==> config.mk <==
export PLATFORM = sky130hd
export DESIGN_NAME = hex_scan_mux
export DESIGN_NICKNAME = d
export VERILOG_FILES = /design/src/rtl/hex_scan_mux.sv
export SDC_FILE = /design/constraint.sdc
export NUM_CORES = 1
export LEC_CHECK = 0
export BUFFER_PORTS_ARGS = -buffer_cell sky130_fd_sc_hd__buf_2
export CAP_MARGIN = 20
export CELL_PAD_IN_SITES_DETAIL_PLACEMENT = 1
export CELL_PAD_IN_SITES_GLOBAL_PLACEMENT = 2
export CORE_AREA = 5 5 106 108
export DETAILED_ROUTE_END_ITERATION = 8
export DIE_AREA = 0 0 111 113
export GPL_TIMING_DRIVEN = 0
export PLACE_DENSITY = 0.94
export SLEW_MARGIN = 20
export SYNTH_ARGS = -nofsm -noshare
export SYNTH_HDL_FRONTEND = slang
export SYNTH_SLANG_ARGS = --single-unit
==> constraint.sdc <==
create_clock -name clk -period 5.32 [get_ports clk]
set_clock_uncertainty 0.15 [all_clocks]
set_input_delay 0.532 -clock clk [delete_from_list [all_inputs] [get_ports clk]]
set_output_delay 0.532 -clock clk [all_outputs]
set_load 0.05 [all_outputs]
==> src/rtl/hex_scan_mux.sv <==
// hex_scan_mux: time-multiplexed scan controller for a shared-segment hex display.
// Holds a shadow copy of the incoming value and copies it into the visible value only
// when the scan wraps to digit 0, so a frame never shows a mix of old and new digits.
// The digit enables are registered one cycle behind the digit index. This matches the
// registered hex-to-7-segment decoder downstream, so the segments and the enable of a
// digit change on the same clock edge.
module hex_scan_mux #(
    parameter int DIGITS = 8,
    parameter int DIV    = 50000,
    parameter int DW     = 4*DIGITS
) (
    input  logic              clk,
    input  logic              rst,
    input  logic [DW-1:0]     value,
    input  logic              load,
    input  logic              blank_lz,
    output logic [3:0]        hex,
    output logic [DIGITS-1:0] digit_sel,
    output logic              frame
);

    localparam int IW = (DIGITS > 1) ? $clog2(DIGITS) : 1;
    localparam int CW = $clog2(DIV);
    localparam logic [CW-1:0] DIV_LAST = CW'(DIV - 1);
    localparam logic [IW-1:0] IDX_LAST = IW'(DIGITS - 1);

    logic [CW-1:0]     divCnt_q,   divCnt_d;
    logic [IW-1:0]     digitIdx_q, digitIdx_d;
    logic [DW-1:0]     shadow_q,   shadow_d;
    logic [DW-1:0]     shown_q,    shown_d;
    logic [DIGITS-1:0] digitSel_q, digitSel_d;
    logic              frame_q,    frame_d;
    logic              divWrap;
    logic              scanWrap;
    logic              allZero;

    // Dwell counter, digit advance, and frame-aligned transfer of the shadow value.
    always_comb begin
        divWrap    = (divCnt_q == DIV_LAST);
        scanWrap   = divWrap && (digitIdx_q == IDX_LAST);
        divCnt_d   = divWrap ? '0 : divCnt_q + CW'(1);
        digitIdx_d = digitIdx_q;
        if (scanWrap) begin
            digitIdx_d = '0;
        end else if (divWrap) begin
            digitIdx_d = digitIdx_q + IW'(1);
        end
        shadow_d = load ? value : shadow_q;
        shown_d  = scanWrap ? shadow_q : shown_q;
        frame_d  = scanWrap;
    end

    // Nibble mux for the current digit and next digit enable, including leading-zero blanking.
    // allZero accumulates from the most significant digit down, so at digit i it says
    // whether every nibble from i up to the top is zero.
    always_comb begin
        allZero    = 1'b1;
        digitSel_d = '1;
        hex        = 4'h0;
        for (int i = DIGITS - 1; i >= 0; i--) begin
            allZero = allZero && (shown_q[4*i +: 4] == 4'h0);
            if (digitIdx_q == IW'(i)) begin
                hex = shown_q[4*i +: 4];
                if ((i == 0) || !blank_lz || !allZero) begin
                    digitSel_d[i] = 1'b0;
                end
            end
        end
    end

    // State registers; reset overrides load and all counting.
    always_ff @(posedge clk) begin
        if (rst) begin
            divCnt_q   <= '0;
            digitIdx_q <= '0;
            shadow_q   <= '0;
            shown_q    <= '0;
            digitSel_q <= '1;
            frame_q    <= 1'b0;
        end else begin
            divCnt_q   <= divCnt_d;
            digitIdx_q <= digitIdx_d;
            shadow_q   <= shadow_d;
            shown_q    <= shown_d;
            digitSel_q <= digitSel_d;
            frame_q    <= frame_d;
        end
    end

    assign digit_sel = digitSel_q;
    assign frame     = frame_q;

endmodule

* Word level (Yosys, flattened, before mapping)
Index checks and enable logic that the tools add are counted.
Word-level totals: register bits after elaboration 92, input port bits 36, output and inout bits 13, logic and storage cells 85
Cells by class: add/subtract/negate cells 2, equal/unequal tests 8, mux-type cells 16, bitwise gates (word level) 7, reductions and logical operators 39
Operator list (number):
- two-way mux 4 bit | 8
- logical NOT 4 bit | 7
- OR reduction 2 bit | 9
- adder 16 x 1 -> 16 bit, second input constant | 1
- == test 16 bit, second input constant | 1
- == test 3 bit, second input constant | 4
- logical NOT 1 bit | 8
- two-way mux 1 bit | 8
- logical AND 1 bit | 7
- logical OR 1 bit | 7
- NOT 1 bit | 7
- == test 3 x 2 -> 1 bit, second input constant | 2
- adder 3 x 1 -> 3 bit, second input constant | 1
- == test 3 x 1 -> 1 bit, second input constant | 1
- logical NOT 3 bit | 1

* Longest topological paths before layout
Gate-level depths: netlist (run 1).
word-level depth 10, mapped depth 8, mapped depth without buffers 6

* Worst setup path after synthesis (run 1)
OpenSTA, ideal clock, no wires.
path kind register -> output, start point register digitIdx_q[2], end point output hex[0], arrival 2324 ps, data required time 4638 ps, path slack 2314 ps, stages on the path, launching flop included 9, path buffers 2, cell sequence dfxtp_1 -> clkbuf_1 -> clkinv_1 -> ha_1 -> clkbuf_1 -> inv_1 -> o21ai_0 -> a22o_1 -> o22ai_1
On the way: longest elaborated chain between the ends 9, elaborated cells between the ends (all ways) 16, those cells by class eq/ne (7); mux (8); reduce/logical (1)
RTL lines:
- from (decl) | line 28 | logic [IW-1:0] digitIdx_q, digitIdx_d;
- from (signal assigned) | line 82 | digitIdx_q <= digitIdx_d;
- == test 3 bit | line 62 | if (digitIdx_q == IW'(i)) begin
- two-way mux 4 bit (7 in a row) | line 62
- two-way mux 4 bit (*) | line 62
- to (decl) | line 17 | output logic [3:0] hex,
Mark *: on every way between the ends. The rest lies on a longest branch, timed or not.

* Worst setup path after layout (run 1)
Same ends and word-level chain as after synthesis.

==> qor.txt, run 1 <==
outcome -> complete, no violations
Starting DRT DRC Count -> 114
clock sinks -> 92
CTS tree -> yes
most common cell after layout, fill and taps aside -> dfxtp_1
Hold Vio Cnt, Final -> 0
Initial Util -> 0.377
WL final -> 9780 um
CP startpoint kind -> register
P_int -> 0.977 mW
Warnings, synthesis -> 0
Die X -> 111 um
CP Cell Sequence -> clkbuf_1 > clkinv_1 > ha_1 > clkbuf_1 > a221o_1 > a311oi_1 > o22ai_1 > buf_2
latest clock arrival within the worst-skew pair -> 0.37 ns
commonest non-fill, non-tap cells in the layout -> dfxtp_1 (92), buf_2 (54), nor2_1 (44)
# H-tree levels -> 3
pins over their slew limit -> 0
Seq/Total Area, Yosys -> 0.481
core footprint -> 10100 um2
drt pass-1 iters -> 4
Root Driver -> clkbuf_8
max-cap check violation count -> 0
net count after synthesis -> 436
crit path capture type -> output pin
ys flop type -> dfxtp_1
post-cts resize count -> 0
io pins -> 49
CP Buf/Inv Count -> 4
Die Y-Extent -> 113 um
Cells after Synth -> 393
Worst-Margin Slew -> 0.732 ns
Max Clk Rate -> 276 MHz
Antenna Nets Post-Route -> 0
EDFF count, synth -> 0
Crit path max-delay family -> buffers and inverters
Final min period -> 3.62 ns
Yosys cell types -> 47
CTS max path bufs -> 2
ys async rst share -> 0
first-pass GRT wire length -> 16300 um
CP max FO -> 10
part of the cycle the worst path needs -> 0.681
DP Wirelength -> 7290 um
max_slew headroom -> 0.508
fin nets -> 494
Post-Route Setup TNS -> 0 ns
DR vias -> 3095
area grow syn2layout -> 15.9%
# Post-CTS Setup Buffers -> 0
logic gate share of total power -> 0.051
mapped cell area -> 3830 um2
largest net degree at the start of global routing -> 15
GRT Total Usage -> 0.162
# diodes -> 0
Post-route DRC -> 0
vias in the first global route -> 3246
RSZ-0062 raised after global routing -> false
gpl congestion -> 0.878
FP Rows -> 37
crit path kind -> reg -> out
GR Overflow Total -> 0
# setup viols final -> 0
Switching Power -> 0.289 mW
layout cells sized above 1 -> 0.169
switching part of the total power -> 0.228
LEAKAGE -> 1.77 nW
CP max-delay cell -> a221o_1
initial antenna violation count -> 0
cts bufs inserted -> 9
Req. time, crit path -> 4.64 ns
Syn Area/Cell -> 9.74 um2
die area -> 12500 um2
hold_buf cts -> 0
port bufs -> 47
Vias/cell -> 5.23
Flop pwr share -> 0.566
Layout Utilization -> 0.437
HP Class -> in -> reg
cell mode on critical path -> clkbuf_1
WL/cell -> 16.5 um
clock-pin slew on the worst setup and hold paths -> 0.09 ns
FF+latch count, synth -> 92
critical path arrival -> 2.94 ns
Pwr Density -> 285 nW/um2
clock group share of total power -> 0.384
Max VDD drop -> 117 uV
crit-path max cell delay -> 0.40 ns
==> stage by stage <==
stage,instances,power (mW),hold WS (ns),worst slack [ns],instance area [um2]
detailed placement,576,0.797,0.308,2.07,4230
floorplan,393,0.768,0.292,2.31,3830
finish,592,1.27,0.245,1.70,4440
CTS,592,1.28,0.227,1.64,4440
global placement,576,0.793,0.304,2.10,4230
global route,592,1.32,0.236,1.43,4440
==> final cells by class <==
class | instances | area, um2
fill | 1182 | 5700
sequential | 92 | 1840
multi-input combinational | 263 | 1830
timing repair buffer | 47 | 235
tap | 136 | 170
clock buffer | 13 | 159
buffer | 27 | 114
clock inverter | 3 | 45.0
inverter | 11 | 41.3
==> worst register-to-register path: stages, from the launching register on <==
cell and delay (ns):
dfxtp_1 0.48, or4bb_1 0.53, nor4_2 0.29, a41oi_1 0.40
buf_2 0.33, a22o_1 0.25
==> state kept, by name (all words and copies together) (netlist names) <==
signal and count:
divCnt_q 16, digitIdx_q 3, shadow_q 32, frame 1
digit_sel 8, shown_q 32
==> layer usage <==
layer / up-vias / part of all wire / GRT usage
met4: 0 / 0.019 / 0.0591
met3: 16 / 0.042 / 0.0465
met5: - / 0 / 0
li1: 1538 / - / -
met1: 1479 / 0.45 / 0.201
met2: 62 / 0.49 / 0.267
==> power by group through the flow <==
stage	sequential, mW	combinational, mW	clock, mW
CTS	0.716	0.0651	0.497
global placement	0.731	0.0618	0
detailed placement	0.732	0.0646	0
global route	0.719	0.0725	0.530
finish	0.716	0.0642	0.486
floorplan	0.729	0.0390	0
==> path summary, 6_finish.rpt <==
| kind | start | endpoint | slack [ns] | cells after the start |
|---|---|---|---|---|
| worst min-delay path | value[20] | shadow_q[20]$_SDFFE_PP0P_ | 0.24 | 3 |
| worst max register to register | divCnt_q[8]$_SDFF_PP0_ | shown_q[5]$_SDFFE_PP0P_ | 2.78 | 5 |
| worst max-delay path | digitIdx_q[2]$_SDFFE_PP0N_ | hex[0] | 1.70 | 8 |
| worst min register to register | shadow_q[27]$_SDFFE_PP0P_ | shown_q[27]$_SDFFE_PP0P_ | 0.32 | 1 |
==> Yosys cell counts (2+ instances only) <==
| master | count | area [um2] |
|---|---|---|
| o221ai_1 | 2 | 17.5 |
| nor2_1 | 44 | 165 |
| nor3b_1 | 4 | 30.0 |
| or3b_2 | 2 | 17.5 |
| mux2_4 | 2 | 30.0 |
| a22o_1 | 33 | 289 |
| nor4_1 | 8 | 50.1 |
| nor3_1 | 23 | 115 |
| xnor2_1 | 9 | 78.8 |
| nand2b_1 | 3 | 18.8 |
| and3_1 | 2 | 12.5 |
| nand4_1 | 6 | 37.5 |
| or4_1 | 2 | 15.0 |
| nor2b_1 | 8 | 50.1 |
| or4bb_1 | 2 | 22.5 |
| o22ai_1 | 2 | 12.5 |
| mux2i_1 | 33 | 330 |
| and4_1 | 2 | 17.5 |
| nand3b_1 | 2 | 15.0 |
| nand2_1 | 11 | 41.3 |
| buf_1 | 5 | 18.8 |
| a221oi_1 | 2 | 17.5 |
| ha_1 | 7 | 87.6 |
| nor4b_1 | 2 | 17.5 |
| clkbuf_1 | 14 | 52.6 |
| inv_1 | 9 | 33.8 |
| a211oi_1 | 2 | 15.0 |
| buf_2 | 7 | 35.0 |
| a31oi_1 | 2 | 12.5 |
| or3_1 | 2 | 12.5 |
| a21oi_1 | 14 | 70.1 |
| dfxtp_1 | 92 | 1840 |
| o21ai_0 | 6 | 30.0 |
| xor2_1 | 5 | 43.8 |
| nand3_1 | 12 | 60.1 |
==> cell families after synthesis <==
kind of cell	share of synthesized area
buf+inv	0.0405
flops	0.481
compound gates	0.135
xor+xnor	0.0320
fa+ha+maj	0.0229
simple gates	0.194
mux	0.0942
Power figures use the tool's default switching activity.
==> run 2, diff against run 1 <==
--- a/config.mk
+++ b/config.mk
@@ -9,11 +9,11 @@
 export CAP_MARGIN = 20
 export CELL_PAD_IN_SITES_DETAIL_PLACEMENT = 1
 export CELL_PAD_IN_SITES_GLOBAL_PLACEMENT = 2
-export CORE_AREA = 5 5 106 108
+export CORE_AREA = 5 5 116 118
 export DETAILED_ROUTE_END_ITERATION = 8
-export DIE_AREA = 0 0 111 113
+export DIE_AREA = 0 0 121 123
 export GPL_TIMING_DRIVEN = 0
-export PLACE_DENSITY = 0.94
+export PLACE_DENSITY = 0.85
 export SLEW_MARGIN = 20
 export SYNTH_ARGS = -nofsm -noshare
 export SYNTH_HDL_FRONTEND = slang
==> constraint.sdc (replaced) <==
create_clock -name clk -period 3.25 [get_ports clk]
set_clock_uncertainty 0.15 [all_clocks]
set_input_delay 0.325 -clock clk [delete_from_list [all_inputs] [get_ports clk]]
set_output_delay 0.325 -clock clk [all_outputs]
set_load 0.05 [all_outputs]
==> qor.txt, run 2 (synthesis gave the netlist of run 1 again) <==
outcome -> complete, no violations
Top Registers -> shadow_q x32, shown_q x32, divCnt_q x16
commonest non-fill, non-tap cells in the layout -> dfxtp_1 (92), buf_2 (54), nor2_1 (44)
initial antenna violation count -> 0 (unchanged)
layout cells sized above 1 -> 0.175 (+0.00658)
Critical R2R Launch -> divCnt_q[14]$_SDFF_PP0_
die area -> 14900 um2 (+19%)
CTS max path bufs -> 2 (unchanged)
fillers -> 1409 (+19%)
crit path capture type -> output pin
worst hold stages -> 3 (unchanged)
DP Wirelength -> 7570 um (+3.9%)
gpl congestion -> 0.849 (-3.3%)
WL final -> 10000 um (+2.3%)
Pwr Density -> 508 nW/um2 (+78%)
Die Y-Extent -> 123 um (+8.8%)
area grow syn2layout -> 19.8%
# diodes -> 0 (unchanged)
clock-pin slew on the worst setup and hold paths -> 0.06 ns (-0.03 ns)
max_slew headroom -> 0.504 (-0.00394)
vias in the first global route -> 3324 (+2.4%)
Die X -> 121 um (+9.0%)
FP Rows -> 41 (+11%)
drt pass-1 iters -> 4 (unchanged)
Max Clk Rate -> 325 MHz
GR Overflow Total -> 0 (unchanged)
GRT Total Usage -> 0.141 (-0.0204)
RSZ-0062 raised after global routing -> false
Post-route DRC -> 0 (unchanged)
io pins -> 49 (unchanged)
first-pass GRT wire length -> 16600 um (+1.9%)
CP max FO -> 10 (unchanged)
# Post-CTS Setup Buffers -> 0 (unchanged)
CP startpoint kind -> register
clock sinks -> 92 (unchanged)
most common cell after layout, fill and taps aside -> dfxtp_1
Root Driver -> clkbuf_16
Max VDD drop -> 195 uV (+67%)
port bufs -> 47 (unchanged)
cts bufs inserted -> 9 (unchanged)
hold_buf cts -> 0 (unchanged)
WL/cell -> 15.9 um (-3.6%)
setup ws final -> 0.177 ns (-1.52 ns)
Hold Vio Cnt, Final -> 0 (unchanged)
hold_sp -> value[13]
Final min period -> 3.07 ns
dpl ws -> 0.182 ns (-1.89 ns)
Tot Pwr -> 2.33 mW (+84%)
Worst R2R Path Depth -> 5 (unchanged)
Vias/cell -> 4.95 (-5.3%)
Starting DRT DRC Count -> 181 (+59%)
Initial Util -> 0.309 (-0.0679)
HP Class -> in -> reg
DR vias -> 3110 (+0.48%)
DP Area -> 4280 um2 (+1.1%)
sink of the worst hold path -> shadow_q[13]$_SDFFE_PP0P_
# setup viols final -> 0 (unchanged)
Post-Route Setup TNS -> 0 ns (unchanged)
flop2flop setup slack -> 0.78 ns (-2.00 ns)
Worst-Margin Slew -> 0.738 ns (+0.00586 ns)
largest net degree at the start of global routing -> 15 (unchanged)
Final Cell Area -> 4580 um2 (+3.3%)
Req. time, crit path -> 2.77 ns (-1.87 ns)
max-cap check violation count -> 0 (unchanged)
critical path arrival -> 2.60 ns (-0.34 ns)
fin nets -> 494 (unchanged)
latest clock arrival within the worst-skew pair -> 0.34 ns (-0.03 ns)
CTS tree -> yes
# H-tree levels -> 3 (unchanged)
pins over their slew limit -> 0 (unchanged)
crit path kind -> reg -> out
LEAKAGE -> 1.83 nW (+3.2%)
part of the cycle the worst path needs -> 0.946
core footprint -> 12400 um2 (+22%)
worst reg2reg endpoint -> shown_q[6]$_SDFFE_PP0P_
Antenna Nets Post-Route -> 0 (unchanged)
==> run 2: cell types whose count changed in the layout (fill, tap and decap cells not counted) <==
cell,before,now
buf_1,5,6
clkbuf_8,11,2
clkinv_1,1,0
clkbuf_2,0,1
clkbuf_1,16,13
clkbuf_16,0,9
clkinvlp_4,2,1
clkinv_2,0,3
==> run 2: repair_timing <==
item | CTS | global route
setup endpoints to repair | 1 | 1
hold endpoints to repair | 0 | 0
resized for setup | 2 | 1
==> run 2: worst max path at each step <==
stage | from | to | cells past startpoint
after floorplan | digitIdx_q[2]$_SDFFE_PP0N_ | hex[0] | 8
after global placement | digitIdx_q[2]$_SDFFE_PP0N_ | hex[0] | 8
after detailed placement | digitIdx_q[2]$_SDFFE_PP0N_ | hex[0] | 8
after CTS | digitIdx_q[2]$_SDFFE_PP0N_ | hex[0] | 8
after global routing | digitIdx_q[2]$_SDFFE_PP0N_ | hex[0] | 8
final | digitIdx_q[2]$_SDFFE_PP0N_ | hex[0] | 8
==> run 2: power by group <==
| group | switching (mW) | internal [mW] |
|---|---|---|
| clock network | 0.416 | 0.635 |
| logic | 0.0590 | 0.0469 |
| registers | 0.0177 | 1.16 |
==> run 2: worst max-delay path, cell delays in order, from the launching register on <==
cell	delay, ns
dfxtp_1	0.34
clkbuf_2	0.22
clkinv_2	0.17
ha_1	0.25
buf_1	0.23
a221o_1	0.40
a311oi_1	0.27
o22ai_1	0.14
buf_2	0.24
==> run 2: metal layers <==
| metal | share of wire | vias up | global-route usage |
|---|---|---|---|
| met5 | 0 | - | 0 |
| met4 | 0.032 | 0 | 0.0652 |
| met3 | 0.028 | 19 | 0.0311 |
| met2 | 0.48 | 46 | 0.232 |
| met1 | 0.46 | 1508 | 0.178 |
| li1 | - | 1537 | - |
==> run 2: metrics by stage <==
step                std cells  hold slack, ns  utilization
floorplan                 393           0.274            -
global placement          612           0.308        0.346
detailed placement        612           0.312        0.346
CTS                       628          0.0648        0.371
global route              628          0.0793        0.371
finish                    628          0.0716        0.371
==> run 2: layout make-up <==
type / count / area (um2) / area share
buffer: 27 / 115 / 0.0251
clock buffer: 12 / 256 / 0.0560
clock inverter: 4 / 47.5 / 0.0104
inverter: 11 / 42.5 / 0.00928
multi-input combinational: 263 / 1830 / 0.399
sequential: 92 / 1840 / 0.402
tap: 172 / 215 / 0.0470
timing repair buffer: 47 / 235 / 0.0513
==> run 3, diff against run 2 <==
--- a/config.mk
+++ b/config.mk
@@ -13,7 +13,7 @@
 export DETAILED_ROUTE_END_ITERATION = 8
 export DIE_AREA = 0 0 121 123
 export GPL_TIMING_DRIVEN = 0
-export PLACE_DENSITY = 0.85
+export PLACE_DENSITY = 0.82
 export SLEW_MARGIN = 20
 export SYNTH_ARGS = -nofsm -noshare
 export SYNTH_HDL_FRONTEND = slang
==> qor.txt, run 3 (synthesis gave the netlist of run 1 again) <==
outcome -> complete, no violations
gpl congestion -> 0.838 (-1.3%)
LEAKAGE -> 1.83 nW (about the same)
commonest non-fill, non-tap cells in the layout -> dfxtp_1 (91), buf_2 (54), nor2_1 (44)
hold_sp -> value[14]
Initial Util -> 0.309 (unchanged)
# H-tree levels -> 3 (unchanged)
# setup viols final -> 0 (unchanged)
Critical R2R Launch -> divCnt_q[8]$_SDFF_PP0_
setup ws final -> 0.272 ns (+0.0954 ns)
Starting DRT DRC Count -> 158 (-13%)
dpl ws -> 0.181 ns (-0.00131 ns)
vias in the first global route -> 3314 (-0.30%)
drt pass-1 iters -> 4 (unchanged)
FP Rows -> 41 (unchanged)
CTS tree -> yes
GR Overflow Total -> 0 (unchanged)
clock-pin slew on the worst setup and hold paths -> 0.06 ns (about the same)
Worst-Margin Slew -> 0.759 ns (+0.0213 ns)
crit-path max cell delay -> 0.43 ns (+0.03 ns)
Root Driver -> clkbuf_16
CP max FO -> 10 (unchanged)
GRT Total Usage -> 0.143 (+0.00136)
sink of the worst hold path -> shadow_q[14]$_SDFFE_PP0P_
CTS max path bufs -> 2 (unchanged)
area grow syn2layout -> 20.1%
DP Area -> 4280 um2 (unchanged)
Req. time, crit path -> 2.77 ns (about the same)
fin nets -> 493 (-0.20%)
switching part of the total power -> 0.210 (-0.00159)
Max VDD drop -> 195 uV (about the same)
fillers -> 1429 (+1.4%)
first-pass GRT wire length -> 16700 um (+0.41%)
Layout Utilization -> 0.372 (+0.000911)
DR vias -> 3146 (+1.2%)
Worst R2R Path Depth -> 5 (unchanged)
Top Registers -> shadow_q x32, shown_q x32, divCnt_q x16
Tot Pwr -> 2.40 mW (+3.0%)
Max Clk Rate -> 336 MHz (+3.2%)
Post-route DRC -> 0 (unchanged)
Die X -> 121 um (unchanged)
critical path arrival -> 2.50 ns (-0.10 ns)
logic gate share of total power -> 0.044 (about the same)
Die Y-Extent -> 123 um (unchanged)
Crit path max-delay family -> compound AO/OA/AOI/OAI gates
flop2flop setup slack -> 0.84 ns (+0.06 ns)
worst hold stages -> 3 (unchanged)
P_int -> 1.90 mW (+3.2%)
Antenna Nets Post-Route -> 0 (unchanged)
Hold Vio Cnt, Final -> 0 (unchanged)
clock sinks -> 92 (unchanged)
die area -> 14900 um2 (unchanged)
pins over their slew limit -> 0 (unchanged)
core footprint -> 12400 um2 (unchanged)
port bufs -> 47 (unchanged)
Pwr Density -> 522 nW/um2 (+2.7%)
most common cell after layout, fill and taps aside -> dfxtp_1
CP startpoint kind -> register
worst reg2reg endpoint -> shown_q[9]$_SDFFE_PP0P_
CP max-delay cell -> dfxtp_2
latest clock arrival within the worst-skew pair -> 0.34 ns (about the same)
hold_buf cts -> 0 (unchanged)
CP Buf/Inv Count -> 3 (-1)
Final min period -> 2.98 ns (-0.0954 ns)
initial antenna violation count -> 0 (unchanged)
RSZ-0062 raised after global routing -> false
HP Class -> in -> reg
Post-Route Setup TNS -> 0 ns (unchanged)
clock group share of total power -> 0.467 (+0.016)
DP Wirelength -> 7610 um (+0.59%)
Vias/cell -> 5.02 (+1.3%)
crit path kind -> reg -> out
WL final -> 10100 um (+0.88%)
cts bufs inserted -> 9 (unchanged)
Final Cell Area -> 4590 um2 (+0.25%)
CP Cell Sequence -> clkinv_2 > ha_1 > clkbuf_1 > a221o_1 > a311oi_1 > o22ai_1 > buf_2
max_slew headroom -> 0.490 (-0.0143)
WL/cell -> 16.1 um (+1.0%)
crit path capture type -> output pin
Switching Power -> 0.503 mW (+2.2%)
# diodes -> 0 (unchanged)
io pins -> 49 (unchanged)
part of the cycle the worst path needs -> 0.916 (-0.0294)
Flop pwr share -> 0.489 (-0.014)
layout cells sized above 1 -> 0.174 (-0.00181)
max-cap check violation count -> 0 (unchanged)
largest net degree at the start of global routing -> 15 (unchanged)
==> run 3: cell count changes in the layout (fill, tap and decap cells not counted), sizes merged <==
cell    previous run  this run
bufinv             1         2
clkinv             3         2
buf               61        60
==> run 3: worst max path at each step <==
stage,start,end,slack (ns),depth (start not counted)
floorplan,digitIdx_q[2]$_SDFFE_PP0N_,hex[0],0.45,8
global placement,digitIdx_q[2]$_SDFFE_PP0N_,hex[0],0.24,8
detailed placement,digitIdx_q[2]$_SDFFE_PP0N_,hex[0],0.18,8
CTS,digitIdx_q[2]$_SDFFE_PP0N_,hex[0],0.09,7
global route,digitIdx_q[2]$_SDFFE_PP0N_,hex[0],0.10,7
finish,digitIdx_q[2]$_SDFFE_PP0N_,hex[0],0.27,7
==> run 3: metrics by stage <==
stage / std cells / hold slack (ns)
final: 627 / 0.0719
after global routing: 627 / 0.0816
after CTS: 627 / 0.0658
after detailed placement: 612 / 0.312
after global placement: 612 / 0.308
after floorplan: 393 / 0.274
==> run 3: layer usage <==
metal | up-vias | routed length [um] | track usage
li1 | 1539 | - | -
met1 | 1529 | 4620 | 0.179
met2 | 61 | 4940 | 0.239
met3 | 17 | 352 | 0.0311
met4 | 0 | 179 | 0.0574
met5 | - | 0 | 0
==> run 3: power by group through the flow <==
stage / Sequential, mW / Clock, mW / Combinational, mW
global placement: 1.20 / 0 / 0.102
detailed placement: 1.20 / 0 / 0.107
finish: 1.17 / 1.12 / 0.105
global route: 1.18 / 1.19 / 0.119
floorplan: 1.19 / 0 / 0.0639
CTS: 1.17 / 1.15 / 0.108
==> run 3: what timing repair did <==
action | in CTS | in global routing
gates cloned | 0 | 0
gates resized for setup | 1 | 1
setup endpoints to repair | 1 | 1
buffers inserted | 0 | 0
==> run 3: worst reg2reg max path, cell delays in order, from the launching register on <==
cell and delay, ns:
dfxtp_1 0.46, or4bb_1 0.52, nor4_2 0.22, a41oi_1 0.38
buf_2 0.32, a22o_1 0.25
==> run 3: layout make-up <==
| type | count | area (um2) | area share |
|---|---|---|---|
| repair buffers | 47 | 235 | 0.0512 |
| clock inverters | 4 | 72.6 | 0.0158 |
| inverters | 11 | 42.5 | 0.00926 |
| flip-flops and latches | 92 | 1840 | 0.401 |
| plain buffers | 26 | 110 | 0.0240 |
| well taps | 172 | 215 | 0.0468 |
| multi-input cells | 263 | 1830 | 0.398 |
| clock buffers | 12 | 246 | 0.0536 |
